**config.mk**
```make
export PLATFORM = sky130hd
export DESIGN_NAME = cost_func_unit
export DESIGN_NICKNAME = d
export VERILOG_FILES = /design/src/rtl/cost_func_unit_pkg.sv /design/src/rtl/cost_func_unit_sigmoid_plan.sv /design/src/rtl/cost_func_unit.sv
export SDC_FILE = /design/constraint.sdc
export NUM_CORES = 1
export LEC_CHECK = 0
export BUFFER_PORTS_ARGS = -buffer_cell sky130_fd_sc_hd__buf_2
export CAP_MARGIN = 40
export CORE_MARGIN = 3
export CORE_UTILIZATION = 45
export DETAILED_ROUTE_END_ITERATION = 10
export PLACE_DENSITY_LB_ADDON = 0.12
export SLEW_MARGIN = 20
export SYNTH_ARGS = -nofsm -noshare
export SYNTH_HDL_FRONTEND = slang
export SYNTH_SLANG_ARGS = --single-unit
```
**constraint.sdc**
```tcl
create_clock -name clock -period 19.54 [get_ports clock]
set_input_delay 0.977 -clock clock [delete_from_list [all_inputs] [get_ports clock]]
set_output_delay 0.977 -clock clock [all_outputs]
set_load 0.005 [all_outputs]
```
**src/rtl/cost_func_unit_pkg.sv**
```systemverilog
// cost_func_unit_pkg: Q6.11 format, PLAN sigmoid constants and FSM encoding shared by the cost unit
package cost_func_unit_pkg;
   localparam int QN = 6;
   localparam int QM = 11;
   localparam int BITWIDTH = QN + QM + 1;
   localparam logic [QM:0] ONE_Q = {1'b1, {QM{1'b0}}};
   // PLAN breakpoints on |x|, Q6.11
   localparam logic [BITWIDTH-1:0] BP_HI = BITWIDTH'(5 << QM);
   localparam logic [BITWIDTH-1:0] BP_MID = BITWIDTH'((19 << QM) / 8);
   localparam logic [BITWIDTH-1:0] BP_LO = BITWIDTH'(1 << QM);
   // PLAN segment offsets, Q0.11
   localparam logic [QM:0] OFF_HI = (QM+1)'((27 << QM) / 32);
   localparam logic [QM:0] OFF_MID = (QM+1)'((5 << QM) / 8);
   localparam logic [QM:0] OFF_LO = (QM+1)'(1 << (QM - 1));
   typedef enum logic [2:0] {IDLE, SIG, ERR, SQR, OUT} costState_t;
endpackage

```
**src/rtl/cost_func_unit_sigmoid_plan.sv**
```systemverilog
// sigmoid_plan: combinational shift-and-add piecewise-linear sigmoid
//   x     in  signed Q6.11 argument
//   sigma out unsigned Q0.11 result, 0..2048
module sigmoid_plan
   import cost_func_unit_pkg::*;
(
   input  logic signed [BITWIDTH-1:0] x,
   output logic [QM:0] sigma
);
   logic [BITWIDTH-1:0] a;
   logic [QM:0] y;
   always_comb begin
      // the most negative x negates to 2^17, still representable unsigned and lands in the saturated region
      a = x[BITWIDTH-1] ? -$unsigned(x) : $unsigned(x);
      y = a >= BP_HI  ? ONE_Q :
          a >= BP_MID ? (QM+1)'((a >> 5) + BITWIDTH'(OFF_HI)) :
          a >= BP_LO  ? (QM+1)'((a >> 3) + BITWIDTH'(OFF_MID)) :
                        (QM+1)'((a >> 2) + BITWIDTH'(OFF_LO));
      sigma = x[BITWIDTH-1] ? ONE_Q - y : y;
   end
endmodule

```
**src/rtl/cost_func_unit.sv**
```systemverilog
// cost_func_unit: squared-error cost of the perceptron output against a 1-bit label
//   clock, reset      rising-edge clock, synchronous active-low reset
//   dataReadyP        perceptron ready level; its rising edge starts a computation
//   networkOutput     signed Q6.11 perceptron output, modelOutput 1-bit target
//   newCostFunc       one-cycle pulse, costFunc valid (4 cycles after the trigger)
//   costFunc          unsigned Q6.11 squared error, 0..2048, held until the next result
//   busy, overrun     computation in flight; sticky trigger-while-busy flag
//   statClear, wrongCount  misclassification counter, only with COST_STATS_EN defined
module cost_func_unit
   import cost_func_unit_pkg::*;
(
   input  logic clock,
   input  logic reset,
   input  logic dataReadyP,
   input  logic signed [BITWIDTH-1:0] networkOutput,
   input  logic modelOutput,
   output logic newCostFunc,
   output logic [BITWIDTH-1:0] costFunc,
   output logic busy,
   output logic overrun
`ifdef COST_STATS_EN
   ,
   input  logic statClear,
   output logic [15:0] wrongCount
`endif
);
   costState_t state, nextState;
   logic prevReady, trigger, modelQ;
   logic signed [BITWIDTH-1:0] xQ;
   logic [QM:0] sigmaComb, sigmaQ;
   logic signed [QM+1:0] errQ;
   logic signed [2*QM+3:0] prod;
   logic [2*QM+3:0] rounded;
   logic [BITWIDTH-1:0] costNext;

   sigmoid_plan plan (.x(xQ), .sigma(sigmaComb));

   always_comb begin
      trigger = dataReadyP && !prevReady;
      nextState = state == IDLE ? (trigger ? SIG : IDLE) :
                  state == SIG  ? ERR :
                  state == ERR  ? SQR :
                  state == SQR  ? OUT : IDLE;
      // square and round in the SQR cycle so the result is registered for the OUT cycle
      prod = errQ * errQ;
      rounded = ($unsigned(prod) + (2*QM+4)'(OFF_LO)) >> QM;
      costNext = rounded > (2*QM+4)'(ONE_Q) ? BITWIDTH'(ONE_Q) : BITWIDTH'(rounded);
      newCostFunc = state == OUT;
      busy = state != IDLE;
   end

   always_ff @(posedge clock) begin
      if (!reset) begin
         state <= IDLE;
         prevReady <= 1'b0;
         costFunc <= '0;
         overrun <= 1'b0;
      end else begin
         state <= nextState;
         prevReady <= dataReadyP;
         if (state == SQR) costFunc <= costNext;
         if (trigger && state != IDLE) overrun <= 1'b1;
      end
   end

   always_ff @(posedge clock) begin
      if (state == IDLE && trigger) begin
         xQ <= networkOutput;
         modelQ <= modelOutput;
      end
      if (state == SIG) sigmaQ <= sigmaComb;
      if (state == ERR) errQ <= $signed({1'b0, modelQ ? ONE_Q : '0}) - $signed({1'b0, sigmaQ});
   end

`ifdef COST_STATS_EN
   always_ff @(posedge clock) begin
      if (!reset || statClear) wrongCount <= '0;
      else if (state == OUT && (sigmaQ >= OFF_LO) != modelQ && wrongCount != 16'hFFFF)
         wrongCount <= wrongCount + 16'd1;
   end
`endif
endmodule

```
## Word-level counts from Yosys, hierarchy flattened

Cells that the tools add are included.

| word-level totals | value |
|---|---|
| bits in registers | 67 |
| output and inout bits | 21 |
| word-level logic and storage cells | 42 |
| input port bits | 22 |

| cells by class | value |
|---|---|
| magnitude comparators | 4 |
| reductions and logical operators | 6 |
| multiplexer cells | 12 |
| add/sub/neg operators | 7 |
| $mul | 1 |
| eq/ne operators | 4 |

Operators with widths:

| cell | number |
|---|---|
| 12-bit two-way mux | 5 |
| 12-bit by 11-bit adder with 12-bit output (second input constant) | 3 |
| 26-bit by 11-bit adder with 26-bit output (second input constant) | 1 |
| 13-bit by 13-bit multiplier with 26-bit output | 1 |
| 18-bit by 12-bit greater-or-equal comparator with 1-bit output (second input constant) | 1 |
| 18-bit by 13-bit greater-or-equal comparator with 1-bit output (second input constant) | 1 |
| 18-bit by 14-bit greater-or-equal comparator with 1-bit output (second input constant) | 1 |
| 18-bit two-way mux | 1 |
| 18-bit negation | 1 |
| 15-bit by 12-bit greater-than comparator with 1-bit output (second input constant) | 1 |
| 15-bit two-way mux | 1 |
| 12-bit by 12-bit subtractor with 13-bit output | 1 |
| 3-bit two-way mux | 4 |
| 12-bit subtractor (first input constant) | 1 |
| 3-bit by 2-bit equality test with 1-bit output (second input constant) | 2 |
| 3-bit by 1-bit equality test with 1-bit output (second input constant) | 1 |
| 3-bit equality test (second input constant) | 1 |
| 1-bit logical AND | 3 |
| 3-bit logical NOT | 1 |
| 3-bit nonzero test | 1 |
| 1-bit logical NOT | 1 |
| 1-bit two-way mux | 1 |

## Longest topological paths before layout

| logic depth | value |
|---|---|
| depth after elaboration | 8 |
| mapped depth | 26 |
| mapped depth without buffers | 24 |

## Cells and area by module

A second synthesis with hierarchy kept.

| second synthesis, totals | value |
|---|---|
| cells, all modules | 986 |
| area, all modules | 9686.8 um2 |

By module, submodules not included:

| module | instances | area an instance (um2) | cells an instance | seq. area each (um2) |
|---|---|---|---|---|
| cost_func_unit | 1 | 8200.4 | 792 | 1721.7 |
| sigmoid_plan | 1 | 1486.4 | 194 | 0.0 |

## Least setup slack after synthesis

OpenSTA, ideal clock, no wires.

| path | value |
|---|---|
| kind | reg-to-reg |
| start | reg errQ[12] |
| end | reg costFunc[1] |
| period minus slack after synthesis | 6.627 ns |
| path slack | 12.913 ns |
| data required time | 19.453 ns |
| buffers on the path | 1 |
| arrival time | 6.540 ns |
| cell stages (with the launch flop) | 23 |
| setup time | 0.087 ns |
| cells stage by stage | edfxtp_1 clkbuf_1 nand2_1 fa_1 inv_1 fa_1 inv_1 fa_1 inv_1 fa_1 inv_1 fa_1 inv_1 ha_1 ha_1 and3_1 and2_1 nor2b_1 a21oi_1 xor2_1 or4bb_1 o31a_1 o31ai_1 |

| between the ends | value |
|---|---|
| cells in the longest elaborated chain, start to end | 4 |

Ends and longest elaborated chain:

| element | RTL line | text |
|---|---|---|
| from (decl) | cost_func_unit.sv:31 | `logic signed [QM+1:0] errQ;` |
| from (signal assigned) | cost_func_unit.sv:72 | `if (state == ERR) errQ <= $signed({1'b0, modelQ ? ONE_Q : '0}) - $signed({1'b0, sigmaQ});` |
| 13-bit by 13-bit multiplier with 26-bit output (*) | cost_func_unit.sv:45 | `prod = errQ * errQ;` |
| 26-bit by 11-bit adder with 26-bit output (*) | cost_func_unit.sv:46 | `rounded = ($unsigned(prod) + (2*QM+4)'(OFF_LO)) >> QM;` |
| 15-bit by 12-bit greater-than comparator with 1-bit output | cost_func_unit.sv:47 | `costNext = rounded > (2*QM+4)'(ONE_Q) ? BITWIDTH'(ONE_Q) : BITWIDTH'(rounded);` |
| 15-bit two-way mux (*) | cost_func_unit.sv:47 |  |
| to (signal assigned) | cost_func_unit.sv:61 | `if (state == SQR) costFunc <= costNext;` |
| to (decl) | cost_func_unit.sv:18 | `output logic [BITWIDTH-1:0] costFunc,` |

Every way passes the cells marked *; elsewhere a longest branch is shown, timed or not.
A chain may end at the register's enable or synchronous reset.

## Worst setup path in the final report

| path | value |
|---|---|
| start | reg errQ[12] |
| end | reg costFunc[3] |

Same word-level chain as after synthesis.

==> qor.csv <==
stage,metric,value,unit
route,drt-pass1-iter-count,5,
status,status,"finished, final reports clean",
die,coreArea,0.0199,mm2
route,drc,0,
clocking,cts.repair.resized,0,
critical_path,critPathSlowestCell,edfxtp_1,
clocking,clockRootBuffer,clkbuf_16,
timing,clock-skew-final,0.00594,ns
final_layout,n_fill_cell,1921,
critical_path,critPathLaunchType,register,
yosys,yosysSeqAreaShare,18.5,%
hold_path,min_from,costFunc[3]$_SDFFE_PN0P_,
yosys,syn-cell-area,0.00931,mm2
timing,setup_viol,0,
hold_path,hold_class,register to register,
die,die_h,150,um
timing,report.final.slew_viol_count,0,
critical_path,cp.arrival,7.57,ns
route,vias,6457,
global_routing,grt_pass1_vias,6592,
final_layout,regArea,0.00172,mm2
global_routing,grt_usage,18.3,%
yosys,ys_seq_elements,64,
final_layout,multi_input_area,0.00670,mm2
clocking,cts.htree.levels,3,
clocking,cts_tree,built,
critical_path,cp-end-kind,register,
timing,rsz0062_at_grt,no,
hold_path,worstHoldEndpoint,costFunc[3]$_SDFFE_PN0P_,
yosys,syn_inst,952,
critical_path,critPathTopFamily,adder cells,
critical_path,timing.rr.end,costFunc[3]$_SDFFE_PN0P_,
clocking,cts_setup_buffers,0,
route,wl,19400,um
route,drtIter0Drc,213,
critical_path,r2r_cells,21,
timing,fin_setup_tns,0,ns
clocking,holdBufCountCts,0,
clocking,clk_latency,0.33,ns
die,die-area,0.0225,mm2
route,routedWlPerCell,15.5,um
critical_path,worstReg2RegStart,errQ[12]$_DFFE_PP_,
route,final_antenna_net_count,0,
timing,slew_headroom,40.9,%
die,initial_core_util,46.8,%
final_layout,area_growth,7.90,%
global_routing,overflow,0,
critical_path,crit_buf_inv,5,
clocking,cts_buffer_depth,2,
critical_path,regToRegSetupSlack,12.21,ns
job,timing.max_cap.violations,0,
route,via_per_inst,5.16,
critical_path,cp.required,19.79,ns
global_routing,antenna_found_initial,0,
die,io_pins,43,
timing,timing.fmax,0.137,GHz
final_layout,n_antenna_cell,0,
yosys,yosys_warnings,0,
yosys,syn_avg_cell_area,9.78,um2
yosys,synth.distinct_cells,70,
yosys,synth_edf_count,44,
hold_path,min_path_cells,2,
clocking,numCtsBuffers,9,
critical_path,max_stage_delay,0.81,ns
timing,tightest_slew,0.881,ns
placed_design,io_buffers,39,
placed_design,place_congestion,0.822,
critical_path,crit_chain,"nand2_1, fa_1, inv_1, fa_1, inv_1, fa_1, inv_1, fa_1, inv_1, fa_1, inv_1, ha_1, ha_1, and3_1, and2_1, nor2b_1, a21oi_1, xor2_1, or4bb_1, o31a_1, o31ai_1",
clocking,path_clk_slew,0.05,ns
final_layout,drive_gt1_share,7.91,%
timing,fin_crit_sh,37.5,%
critical_path,path_class,register to register,
die,die_w,150,um
global_routing,grt_pass1_wl,32600,um
timing,hold_viol,0,
clocking,cts.sinks,64,
final_layout,fin_nets,1225,
placed_design,dpl.hpwl,16100,um
yosys,synthArstFlopShare,0,%
critical_path,crit_fanout,24,
timing,min_period,7.33,ns
yosys,ys.flop_type,edfxtp_1,
die,rows,51,
global_routing,grt_max_degree,25,
-- synth_stat cells (all sizes together) (4+ instances only) --
master	count	area, um2
a211o	4	35.0
a21o	13	97.6
a21oi	22	110
a31oi	10	62.6
and2	34	213
and3	6	37.5
buf	11	75.1
clkbuf	18	67.6
dfxtp	20	400
edfxtp	44	1320
fa	143	2860
ha	79	988
inv	203	762
mux2i	6	60.1
nand2	80	308
nand2b	6	37.5
nand3	8	40.0
nand4	6	37.5
nor2	26	97.6
nor2b	15	93.8
nor3	8	45.0
nor3b	5	37.5
nor4	5	31.3
o211ai	4	30.0
o21a	8	60.1
o21ai	21	109
o21bai	4	30.0
o221ai	4	35.0
o31ai	26	209
o41ai	5	77.6
or2	4	25.0
or3	6	37.5
or4	4	30.0
xnor2	40	358
xor2	22	193
-- worst min-delay path, delay by kind of cell (launching register included) --
kind / cells / cell delay, ns
AOI/OAI and AO/OA: 1 / 0.05
and+or+nand+nor: 1 / 0.05
DFF: 1 / 0.32
-- cell usage in the layout (no fill, tap or decap), types with 25 or more instances in the layout --
cell type	instances
buf_2	39
nor2_1	26
xnor2_1	39
ha_1	79
fa_1	143
inv_1	202
nand2_1	79
edfxtp_1	44
and2_1	34
o31ai_1	25
-- how the worst max path moves through the flow --
| stage | startpoint | end | slack (ns) | depth (start not counted) |
|---|---|---|---|---|
| after global routing | errQ[12]$_DFFE_PP_ | costFunc[4]$_SDFFE_PN0P_ | 11.70 | 21 |
| after CTS | errQ[12]$_DFFE_PP_ | costFunc[4]$_SDFFE_PN0P_ | 12.18 | 21 |
| after global placement | errQ[12]$_DFFE_PP_ | costFunc[0]$_SDFFE_PN0P_ | 12.30 | 21 |
| after detailed placement | errQ[12]$_DFFE_PP_ | costFunc[4]$_SDFFE_PN0P_ | 12.19 | 21 |
| final | errQ[12]$_DFFE_PP_ | costFunc[3]$_SDFFE_PN0P_ | 12.21 | 21 |
| after floorplan | errQ[12]$_DFFE_PP_ | costFunc[1]$_SDFFE_PN0P_ | 12.91 | 22 |
-- per-stage QoR --
stage	cell area, um2	util, %	hold WS (ns)	std cells	setup slack (ns)
floorplan	9320	-	0.449	954	12.91
global placement	9730	48.9	0.435	1231	12.30
detailed placement	9760	49.0	0.443	1234	12.19
CTS	10000	50.4	0.458	1250	12.18
global route	10000	50.5	0.479	1251	11.70
finish	10000	50.5	0.455	1251	12.21
-- area by class of cell --
| type | count | share of cell area [%] |
|---|---|---|
| clock buffer | 12 | 2.35 |
| multi-input combinational | 658 | 66.7 |
| timing repair buffer | 45 | 2.47 |
| sequential | 64 | 17.1 |
| clock inverter | 4 | 0.448 |
| tap | 265 | 3.30 |
| inverter | 203 | 7.58 |
-- kinds of logic after synthesis --
family	share of synthesized area [%]
buffers and inverters	9.71
flip-flops	18.5
multiplexers	1.01
AO/OA/AOI/OAI	10.8
adder cells (fa/ha/maj)	41.4
XOR/XNOR	5.91
AND/OR/NAND/NOR	12.7
other	0.0403
-- layer usage --
layer	track usage, %	up-vias	wire length (um)
li1	-	3129	-
met1	23.3	3250	8620
met2	33.0	63	10200
met3	2.57	15	329
met4	3.75	0	254
met5	0	-	0
-- registers in the layout, indices dropped and copies added, names as in the netlist --
| register | count |
|---|---|
| xQ | 18 |
| sigmaQ | 12 |
| state | 3 |
| modelQ | 1 |
| errQ | 13 |
| costFunc | 15 |
| prevReady | 1 |
| overrun | 1 |
Power is not shown: default switching activity piles up to over one toggle a cycle in this logic, so the estimate is an artifact.
